--- src/rtl/wifi_tx_pkg.sv ---
// Shared constants and helpers for the 802.11a transmit bit path.
package wifi_tx_pkg;

  // Coded bits per OFDM symbol for each 802.11a modulation
  localparam int N_CBPS_BPSK  = 48;
  localparam int N_CBPS_QPSK  = 96;
  localparam int N_CBPS_16QAM = 192;
  localparam int N_CBPS_64QAM = 288;

  // Coded bits per subcarrier for each modulation
  localparam int N_BPSC_BPSK  = 1;
  localparam int N_BPSC_QPSK  = 2;
  localparam int N_BPSC_16QAM = 4;
  localparam int N_BPSC_64QAM = 6;

  localparam int ADDR_W  = $clog2(N_CBPS_64QAM);
  localparam int ARITH_W = 16;

  typedef enum logic {
    BANK_EMPTY = 1'b0,
    BANK_FULL  = 1'b1
  } bank_state_e;

  function automatic int intlv_s(input int n_bpsc);
    return (n_bpsc / 2 > 1) ? n_bpsc / 2 : 1;
  endfunction

  function automatic bit intlv_legal(input int n_cbps, input int n_bpsc);
    return (n_cbps == N_CBPS_BPSK  && n_bpsc == N_BPSC_BPSK)  ||
           (n_cbps == N_CBPS_QPSK  && n_bpsc == N_BPSC_QPSK)  ||
           (n_cbps == N_CBPS_16QAM && n_bpsc == N_BPSC_16QAM) ||
           (n_cbps == N_CBPS_64QAM && n_bpsc == N_BPSC_64QAM);
  endfunction

endpackage

--- src/rtl/intlv_addr_gen.sv ---
// Combinational k -> j interleaver address map. The second (constellation)
// permutation is built only when INTLV_PERM2_EN is defined.
module intlv_addr_gen
  import wifi_tx_pkg::*;
#(
  parameter int N_CBPS = 48,
  parameter int N_BPSC = 1,
  parameter int CNT_W  = $clog2(N_CBPS)
) (
  input  logic [CNT_W-1:0] k,
  output logic [CNT_W-1:0] j
);

  if (!intlv_legal(N_CBPS, N_BPSC)) begin : g_illegal_cfg
    $error("intlv_addr_gen: unsupported N_CBPS/N_BPSC pair");
  end

  localparam logic [ARITH_W-1:0] COLS = ARITH_W'(N_CBPS / 16);

`ifdef INTLV_PERM2_EN
  localparam int S = intlv_s(N_BPSC);
  localparam logic [ARITH_W-1:0] SW = ARITH_W'(S);
  localparam logic [ARITH_W-1:0] NC = ARITH_W'(N_CBPS);
`endif

  logic [ARITH_W-1:0] k_w;
  logic [ARITH_W-1:0] i_w;

  always_comb begin
    k_w = ARITH_W'(k);
    // row/column transpose of a 16-row matrix
    i_w = COLS * ARITH_W'(k_w[3:0]) + (k_w >> 4);
`ifdef INTLV_PERM2_EN
    // rotate bits within each group of S so they alternate between MSB and LSB positions
    j = CNT_W'(SW * (i_w / SW) + ((i_w + NC - ((i_w << 4) / NC)) % SW));
`else
    j = CNT_W'(i_w);
`endif
  end

endmodule

--- src/rtl/wifi_interleaver.sv ---
// 802.11a TX block interleaver, double-buffered at 1 bit/clk.
// Define INTLV_PERM2_EN to include the second permutation (needed for 16/64-QAM).
module wifi_interleaver
  import wifi_tx_pkg::*;
#(
  parameter int N_CBPS = 48,
  parameter int N_BPSC = 1
) (
  input  logic Clock,
  input  logic Reset,
  input  logic In_Valid,
  output logic In_Ready,
  input  logic In_Bit,
  output logic Out_Valid,
  input  logic Out_Ready,
  output logic Out_Bit,
  output logic Out_Last
);

  localparam int CNT_W = $clog2(N_CBPS);
  localparam logic [CNT_W-1:0] LAST_IDX = CNT_W'(N_CBPS - 1);

  logic [CNT_W-1:0] k_reg, k_next;
  logic [CNT_W-1:0] j_reg, j_next;
  logic             wsel_reg, wsel_next;
  logic             rsel_reg, rsel_next;
  logic             out_valid_reg, out_valid_next;
  logic             out_bit_reg, out_bit_next;
  logic             out_last_reg, out_last_next;

  logic [CNT_W-1:0] wr_addr;
  logic [CNT_W-1:0] rd_addr;
  logic [CNT_W-1:0] j_inc;
  logic [1:0]       rd_data;
  logic [1:0]       bank_full;
  logic             wr_en, wr_done;
  logic             rd_xfer, rd_done, rd_start;
  logic             other_ready, chain_bit;

  intlv_addr_gen #(
    .N_CBPS (N_CBPS),
    .N_BPSC (N_BPSC),
    .CNT_W  (CNT_W)
  ) u_addr_gen (
    .k (k_reg),
    .j (wr_addr)
  );

  genvar gi;
  generate
    for (gi = 0; gi < 2; gi++) begin : g_bank
      logic        mem [N_CBPS];
      bank_state_e state_reg;

      always_ff @(posedge Clock) begin
        if (wr_en && (wsel_reg == 1'(gi))) begin
          mem[wr_addr] <= In_Bit;
        end
      end

      always_ff @(posedge Clock or negedge Reset) begin
        if (!Reset) begin
          state_reg <= BANK_EMPTY;
        end else if (wr_done && (wsel_reg == 1'(gi))) begin
          state_reg <= BANK_FULL;
        end else if (rd_done && (rsel_reg == 1'(gi))) begin
          state_reg <= BANK_EMPTY;
        end
      end

      assign rd_data[gi]   = mem[rd_addr];
      assign bank_full[gi] = (state_reg == BANK_FULL);
    end
  endgenerate

  assign In_Ready  = !bank_full[wsel_reg];
  assign wr_en     = In_Valid && In_Ready;
  assign wr_done   = wr_en && (k_reg == LAST_IDX);
  assign rd_xfer   = out_valid_reg && Out_Ready;
  assign rd_done   = rd_xfer && out_last_reg;
  assign rd_start  = !out_valid_reg && bank_full[rsel_reg];
  assign j_inc     = j_reg + 1'b1;
  assign rd_addr   = (rd_xfer && !rd_done) ? j_inc : '0;

  // The next bank may complete on the same edge as this bank drains; chaining
  // onto it then keeps Out_Valid continuous, forwarding In_Bit if it targets address 0.
  assign other_ready = bank_full[!rsel_reg] || (wr_done && (wsel_reg != rsel_reg));
  assign chain_bit   = (wr_done && (wr_addr == '0)) ? In_Bit : rd_data[!rsel_reg];

  always_comb begin
    k_next         = k_reg;
    wsel_next      = wsel_reg;
    j_next         = j_reg;
    rsel_next      = rsel_reg;
    out_valid_next = out_valid_reg;
    out_bit_next   = out_bit_reg;
    out_last_next  = out_last_reg;

    if (wr_en) begin
      if (wr_done) begin
        k_next    = '0;
        wsel_next = !wsel_reg;
      end else begin
        k_next = k_reg + 1'b1;
      end
    end

    if (rd_done) begin
      rsel_next      = !rsel_reg;
      j_next         = '0;
      out_valid_next = other_ready;
      out_bit_next   = other_ready ? chain_bit : 1'b0;
      out_last_next  = 1'b0;
    end else if (rd_xfer) begin
      j_next        = j_inc;
      out_bit_next  = rd_data[rsel_reg];
      out_last_next = (j_inc == LAST_IDX);
    end else if (rd_start) begin
      j_next         = '0;
      out_valid_next = 1'b1;
      out_bit_next   = rd_data[rsel_reg];
      out_last_next  = 1'b0;
    end
  end

  always_ff @(posedge Clock or negedge Reset) begin
    if (!Reset) begin
      k_reg         <= '0;
      j_reg         <= '0;
      wsel_reg      <= 1'b0;
      rsel_reg      <= 1'b0;
      out_valid_reg <= 1'b0;
      out_bit_reg   <= 1'b0;
      out_last_reg  <= 1'b0;
    end else begin
      k_reg         <= k_next;
      j_reg         <= j_next;
      wsel_reg      <= wsel_next;
      rsel_reg      <= rsel_next;
      out_valid_reg <= out_valid_next;
      out_bit_reg   <= out_bit_next;
      out_last_reg  <= out_last_next;
    end
  end

  assign Out_Valid = out_valid_reg;
  assign Out_Bit   = out_bit_reg;
  assign Out_Last  = out_last_reg;

endmodule

--- config.mk ---
export PLATFORM = sky130hd
export DESIGN_NAME = wifi_interleaver
export DESIGN_NICKNAME = d
export VERILOG_FILES = /design/src/rtl/wifi_tx_pkg.sv /design/src/rtl/intlv_addr_gen.sv /design/src/rtl/wifi_interleaver.sv
export SDC_FILE = /design/constraint.sdc
export NUM_CORES = 1
export LEC_CHECK = 0
export BUFFER_PORTS_ARGS = -buffer_cell sky130_fd_sc_hd__buf_2
export CORE_MARGIN = 2
export CORE_UTILIZATION = 45
export CTS_CLUSTER_DIAMETER = 150
export DETAILED_ROUTE_END_ITERATION = 10
export GPL_ROUTABILITY_DRIVEN = 0
export GPL_TIMING_DRIVEN = 0
export SETUP_SLACK_MARGIN = 0.02
export SLEW_MARGIN = 15
export SYNTH_ARGS = -nofsm -noshare
export SYNTH_HDL_FRONTEND = slang
export SYNTH_SLANG_ARGS = --single-unit
export TNS_END_PERCENT = 5
--- constraint.sdc ---
create_clock -name Clock -period 3.1 [get_ports Clock]
set_input_delay 0.775 -clock Clock [delete_from_list [all_inputs] [get_ports Clock]]
set_output_delay 0.775 -clock Clock [all_outputs]
set_load 0.02 [all_outputs]
# Yosys cells after proc, flatten, opt, wreduce, memory -nomap -nowiden
# Memory sizes are Yosys's and may differ from the RTL's.
# Cells that the tools add are included.
# op_classes
n_mul	1
n_eq_ne	4
order_cmp	3
add_sub_neg	3
reduce_logical	27
n_bitwise	2
mux	34
# ops
operator	n
2-to-1 mux 6 bit	5
2-to-1 mux 1 bit	29
logical AND 1 bit	14
adder 6 x 1 -> 6 bit (second input constant)	2
equality test 6 bit (second input constant)	2
adder 6 x 2 -> 6 bit	1
logical NOT 6 bit	1
< comparator 1 x 2 -> 1 bit (second input constant)	3
multiplier 2 x 4 -> 6 bit (first input constant)	1
nonzero test 2 bit	3
logical NOT 1 bit	5
AND reduction 2 bit	2
nonzero test 3 bit	1
!= test 2 x 1 -> 1 bit (second input constant)	1
NOT 1 bit	2
logical OR 1 bit	1
!= test 1 bit	1
# word_totals
output_inout_bits	4
mem_count	2
elab_cells	85
register_bits	19
mem_bits_rw	96
inputBits	5
# memory_table
memory	words	word_bits	read_ports	rd_ports_with_merged_regs	wr	line	text
g_bank[0].mem	48	1	1	0	1	wifi_interleaver.sv:52	logic mem [N_CBPS];
g_bank[1].mem	48	1	1	0	1	wifi_interleaver.sv:52	

# Depth between registers and ports, before layout
# An unclocked memory read counts as a cell.
# depth
ltp_word	11
ltp_mapped	13
ltp_nobuf	13

# Modules after synthesis
# From an unflattened synthesis, not the netlist that was laid out.
# hier_totals
hier_cells	505
hier_area_um2	5713.0
# by_module_without_submodules
mod	n_inst	area_per_inst_um2	seq_area_each_um2	cells_per_inst
wifi_interleaver	1	5496.5	3358.2	479
intlv_addr_gen	1	216.5	0.0	26

# Worst setup path before layout
# No wires, ideal clock.
# synth_timing
kind	register to register
startpoint	register k_reg[0]
endpoint	memory g_bank[0].mem[37] (enable)
required_time_ps	2798
setup_time_ps	302
synth_period_minus_slack_ps	2891
slack_ps	209
arrival_ps	2590
path_buffers	1
stages_incl_launch_ff	10
path_cell_list	dfrtp_1 inv_1 fa_1 inv_1 ha_1 inv_1 fa_1 or3b_2 clkbuf_1 nor2_1
# synth_via
elab_chain_cells	2
# synth_rtl
element	line	text
start: declaration	wifi_interleaver.sv:23	logic [CNT_W-1:0] k_reg, k_next;
start signal: assignment	wifi_interleaver.sv:136	k_reg <= k_next;
multiplier 2 x 4 -> 6 bit	intlv_addr_gen.sv:32	i_w = COLS * ARITH_W'(k_w[3:0]) + (k_w >> 4);
adder 6 x 2 -> 6 bit	intlv_addr_gen.sv:32	
end: declaration	wifi_interleaver.sv:52	
# Every way passes these cells.

# Worst setup path after layout
# layout_timing
startpoint	register j_reg[0]
endpoint	register out_bit_reg (netlist: Out_Bit)
# layout_via
elab_chain_cells	8
elab_cells_between_ends	13
classes_between	add/sub: 1; mux: 10; memory: 2
# layout_rtl
element	line	text
start: declaration	wifi_interleaver.sv:24	logic [CNT_W-1:0] j_reg, j_next;
start signal: assignment	wifi_interleaver.sv:137	j_reg <= j_next;
adder 6 x 1 -> 6 bit (*)	wifi_interleaver.sv:82	assign j_inc = j_reg + 1'b1;
2-to-1 mux 6 bit (*)	wifi_interleaver.sv:83	assign rd_addr = (rd_xfer && !rd_done) ? j_inc : '0;
memory (48 x 1 bit)	--	
2-to-1 mux 1 bit, on equally long branches (2 in a row)	wifi_interleaver.sv:116, wifi_interleaver.sv:121, wifi_interleaver.sv:88	
2-to-1 mux 1 bit, on equally long branches	wifi_interleaver.sv:118, wifi_interleaver.sv:88	
2-to-1 mux 1 bit, on equally long branches	wifi_interleaver.sv:114, wifi_interleaver.sv:112	
2-to-1 mux 1 bit (*)	wifi_interleaver.sv:108	if (rd_done) begin
end signal: assignment	wifi_interleaver.sv:141	out_bit_reg <= out_bit_next;
end: declaration	wifi_interleaver.sv:28	logic out_bit_reg, out_bit_next;
# Every way passes the cells marked *; elsewhere a longest branch is shown, timed or not. The select of a mux whose other input is x is not followed.
# A chain may end at the register's enable or synchronous reset.

==> metrics.txt <==
switch share=between 40 and 50%; TritonCTS buffer count=17; clock-pin slew on the worst setup and hold paths=~0.050 ns; Port-buffer cells=8; global route overflow=0; first-pass GRT wire length=21600 um; DP Wirelength=8920 um; initial DRC count=about 440; slew margin rel.=43.2%; run status=complete, no violations; Die ar.=~13000 um2; clk buf depth=2; number of H-tree levels=4; P_leak=roughly 2.3 nW; Seq pwr share=25.9%; Area growth syn-to-layout=20.4%; proportion of power drawn by the clock network=25.0%; CP Cell Sequence=buf_4, inv_4, clkbuf_8, ha_1, buf_2, inv_1, clkbuf_4, nand3_1, o2111ai_1, o21ai_0, a2111oi_2, nor3_1, a211oi_2; DR WL/cell=20.2 um; worst-skew pair later-pin latency=between 0.4 and 0.5 ns; Vias=just under 4k; Worst R2R Setup Slack=between 0.07 and 0.08 ns; largest net degree at the start of global routing=slightly below 100; Min Clock Period, post-route=between 3 and 4 ns; Syn Inst Count=479; cell-internal power=between 0.004 and 0.005 W; Crit Path Category=reg -> reg; Core ar.=around 12000 um2; P_sw=approximately 0.0033 W; number of synthesized flops with an enable pin=96; final WL=around 14000 um; pwr dens=~1100 nW/um2; number of global-route vias before repair=3856; row cnt=40; Synth area leaders=edfxtp_1 51%, dfrtp_1 8.4%, nor2_1 7.3%; Critical Path AT=roughly 3.4 ns; # hold bufs at CTS=0; Worst Setup Slack, final=0.0775 ns; Final Hold Vio Count=0; post-route ant nets=0; TritonCTS clock tree=yes; Syn Std Cell Area=5630 um2; Die X=116 um; worst slack, placed=-0.852 ns; unrepaired setup endpoints after global routing=true; Max IR drop VDD=0.577 mV; via/cell ratio=roughly 5.7; CP Data Required Time=approximately 3.4 ns; register area share after synthesis=roughly three fifths; crit path max-delay cell type=dfrtp_2; Async S/R FF share, synth=about 17%; fillers=around 1.0k; DR pass1 iterations=5; max incr delay on CP=0.45 ns; syn_nets=between 400 and 500; DRC Markers=0; main flop type after synthesis=edfxtp_1; MaxCap Viol Count=0; share of cells above drive strength 1=between 20% and 30%; num ports=9; WP depth=13; Root Driver=clkbuf_16; worst reg2reg endpoint=Out_Bit; Yosys cell types=66; Total Routing Usage GR=about 22%; RR Startpoint=j_reg[0]; Nets=between 500 and 600; type of origin of the critical path=register; Initial Util=a little under half; initial antenna violation count=0; Final Max Slew Viols=0; top-area cell type share of the netlist area=slightly above 50%; period utilization=between 90% and 100%; Comb pwr share=between 40% and 50%; worst reg2reg path depth=13; fmax=0.331 GHz; height of the die=between 100 and 150 um; max reg flops=96; Worst Path Buf+Inv=6; crit end category=register; leading area contributor after synthesis=edfxtp_1; Hold Path Class=in -> async; critical path peak fanout=10; clk_skew=roughly 0.0083 ns; Top delay family on crit path=buffers and inverters; # setup viols final=0; WHS=approximately 0.29 ns; Synth Warn #=0; Syn Area/Cell=approximately 12 um2; clk sinks=roughly 120; post-layout util=between 50% and 60%; Worst-Margin Slew=0.853 ns; Yosys reg bits=around 120; ant diodes=0
==> what timing repair did <==
item / in CTS / in global routing
resized for setup: 23 / 77
pin swaps: 2 / 10
setup endpoints to repair: 68 / 97
buffers inserted: 2 / 3
gates cloned: 0 / 0
==> layout by cell type, fill, tap and decap left out, types with 5 or more instances in the layout <==
cell / synthesis / routed
o211ai_1: 5 / 5
nor2_2: 0 / 11
mux2i_1: 13 / 13
buf_2: 5 / 11
buf_4: 1 / 8
nand2_2: 0 / 5
inv_1: 14 / 11
mux4_2: 6 / 6
xnor2_1: 6 / 5
clkbuf_16: 0 / 17
a21oi_1: 9 / 9
clkbuf_1: 15 / 9
ha_1: 10 / 9
edfxtp_1: 96 / 96
o21ai_0: 18 / 17
nor3_1: 11 / 10
clkbuf_2: 0 / 5
nand2_1: 29 / 21
nand3_1: 13 / 9
o221ai_1: 6 / 6
and2_1: 7 / 5
nor2_4: 0 / 12
nor2_1: 110 / 87
dfrtp_1: 19 / 17
==> logic make-up (layout without fill, tap and decap cells) <==
group / after synthesis / in the layout / share of synthesized area (%)
xor gates and xnor gates: 12 / 12 / 2.13
buffers and inverters: 37 / 80 / 2.64
DFF: 115 / 115 / 59.6
and+or+nand+nor: 205 / 205 / 17.2
muxes: 24 / 24 / 6.24
adders and majority gates: 12 / 12 / 2.93
AOI/OAI and AO/OA: 74 / 74 / 9.22
==> per-layer routing <==
| metal | wire (um) | track usage [%] | vias up |
|---|---|---|---|
| li1 | - | - | 1818 |
| met1 | 6500 | 31.4 | 1977 |
| met2 | 6480 | 33.3 | 119 |
| met3 | 759 | 6.69 | 18 |
| met4 | 206 | 7.86 | 0 |
| met5 | 0 | 0 | - |
==> metrics by stage <==
stage                     instances  TNS, ns  power, W  instance area, um2
after detailed placement        655    -9.73   0.00487                5880
after global placement          655    -6.58   0.00485                5880
after CTS                       687        0   0.00692                6520
after floorplan                 479        0   0.00388                5630
final                           690        0   0.00760                6780
after global routing            690        0   0.00798                6780
==> Yosys cell counts (3+ instances only) <==
cell type  instances
nor2_1           110
edfxtp_1          96
nand2_1           29
dfrtp_1           19
o21ai_0           18
clkbuf_1          15
inv_1             14
mux2i_1           13
nand3_1           13
nor3_1            11
ha_1              10
a21oi_1            9
and2_1             7
mux4_2             6
o221ai_1           6
xnor2_1            6
buf_2              5
nor2b_1            5
o211ai_1           5
a211oi_1           4
a31oi_1            4
nand2b_1           4
or3_1              4
xor2_1             4
a2111oi_0          3
a21o_1             3
a22o_1             3
nand3b_1           3
nand4_1            3
nor4_1             3
o21ai_1            3
==> worst max path at each step <==
stage / startpoint / endpoint / slack [ns]
5_1_grt: k_reg[5] / g_bank[0].mem[38] / 0.005
3_3_place_gp: j_reg[0] / Out_Bit / -0.88
4_1_cts: k_reg[5] / g_bank[0].mem[27] / 0.002
6_report: j_reg[0] / Out_Bit / 0.08
2_1_floorplan: k_reg[0] / g_bank[0].mem[37] / 0.21
3_5_place_dp: j_reg[0] / Out_Bit / -0.85
==> power groups by stage <==
stage          registers, W  clock network, W  logic, W
2_1_floorplan       0.00197                 0   0.00191
3_3_place_gp        0.00199                 0   0.00286
3_5_place_dp        0.00199                 0   0.00288
4_1_cts             0.00196           0.00192   0.00304
5_1_grt             0.00198           0.00199   0.00400
6_report            0.00197           0.00190   0.00373
==> layout make-up <==
type	instances	area, um2	area share (%)
Tap cell	168	210	3.10
Multi-Input combinational cell	327	2370	35.0
Sequential cell	115	3360	49.6
Clock buffer	22	444	6.55
Buffer	22	140	2.07
Timing Repair Buffer	13	80.1	1.18
Clock inverter	8	111	1.64
Inverter	15	58.8	0.867
(Power assumes the default switching activity.)
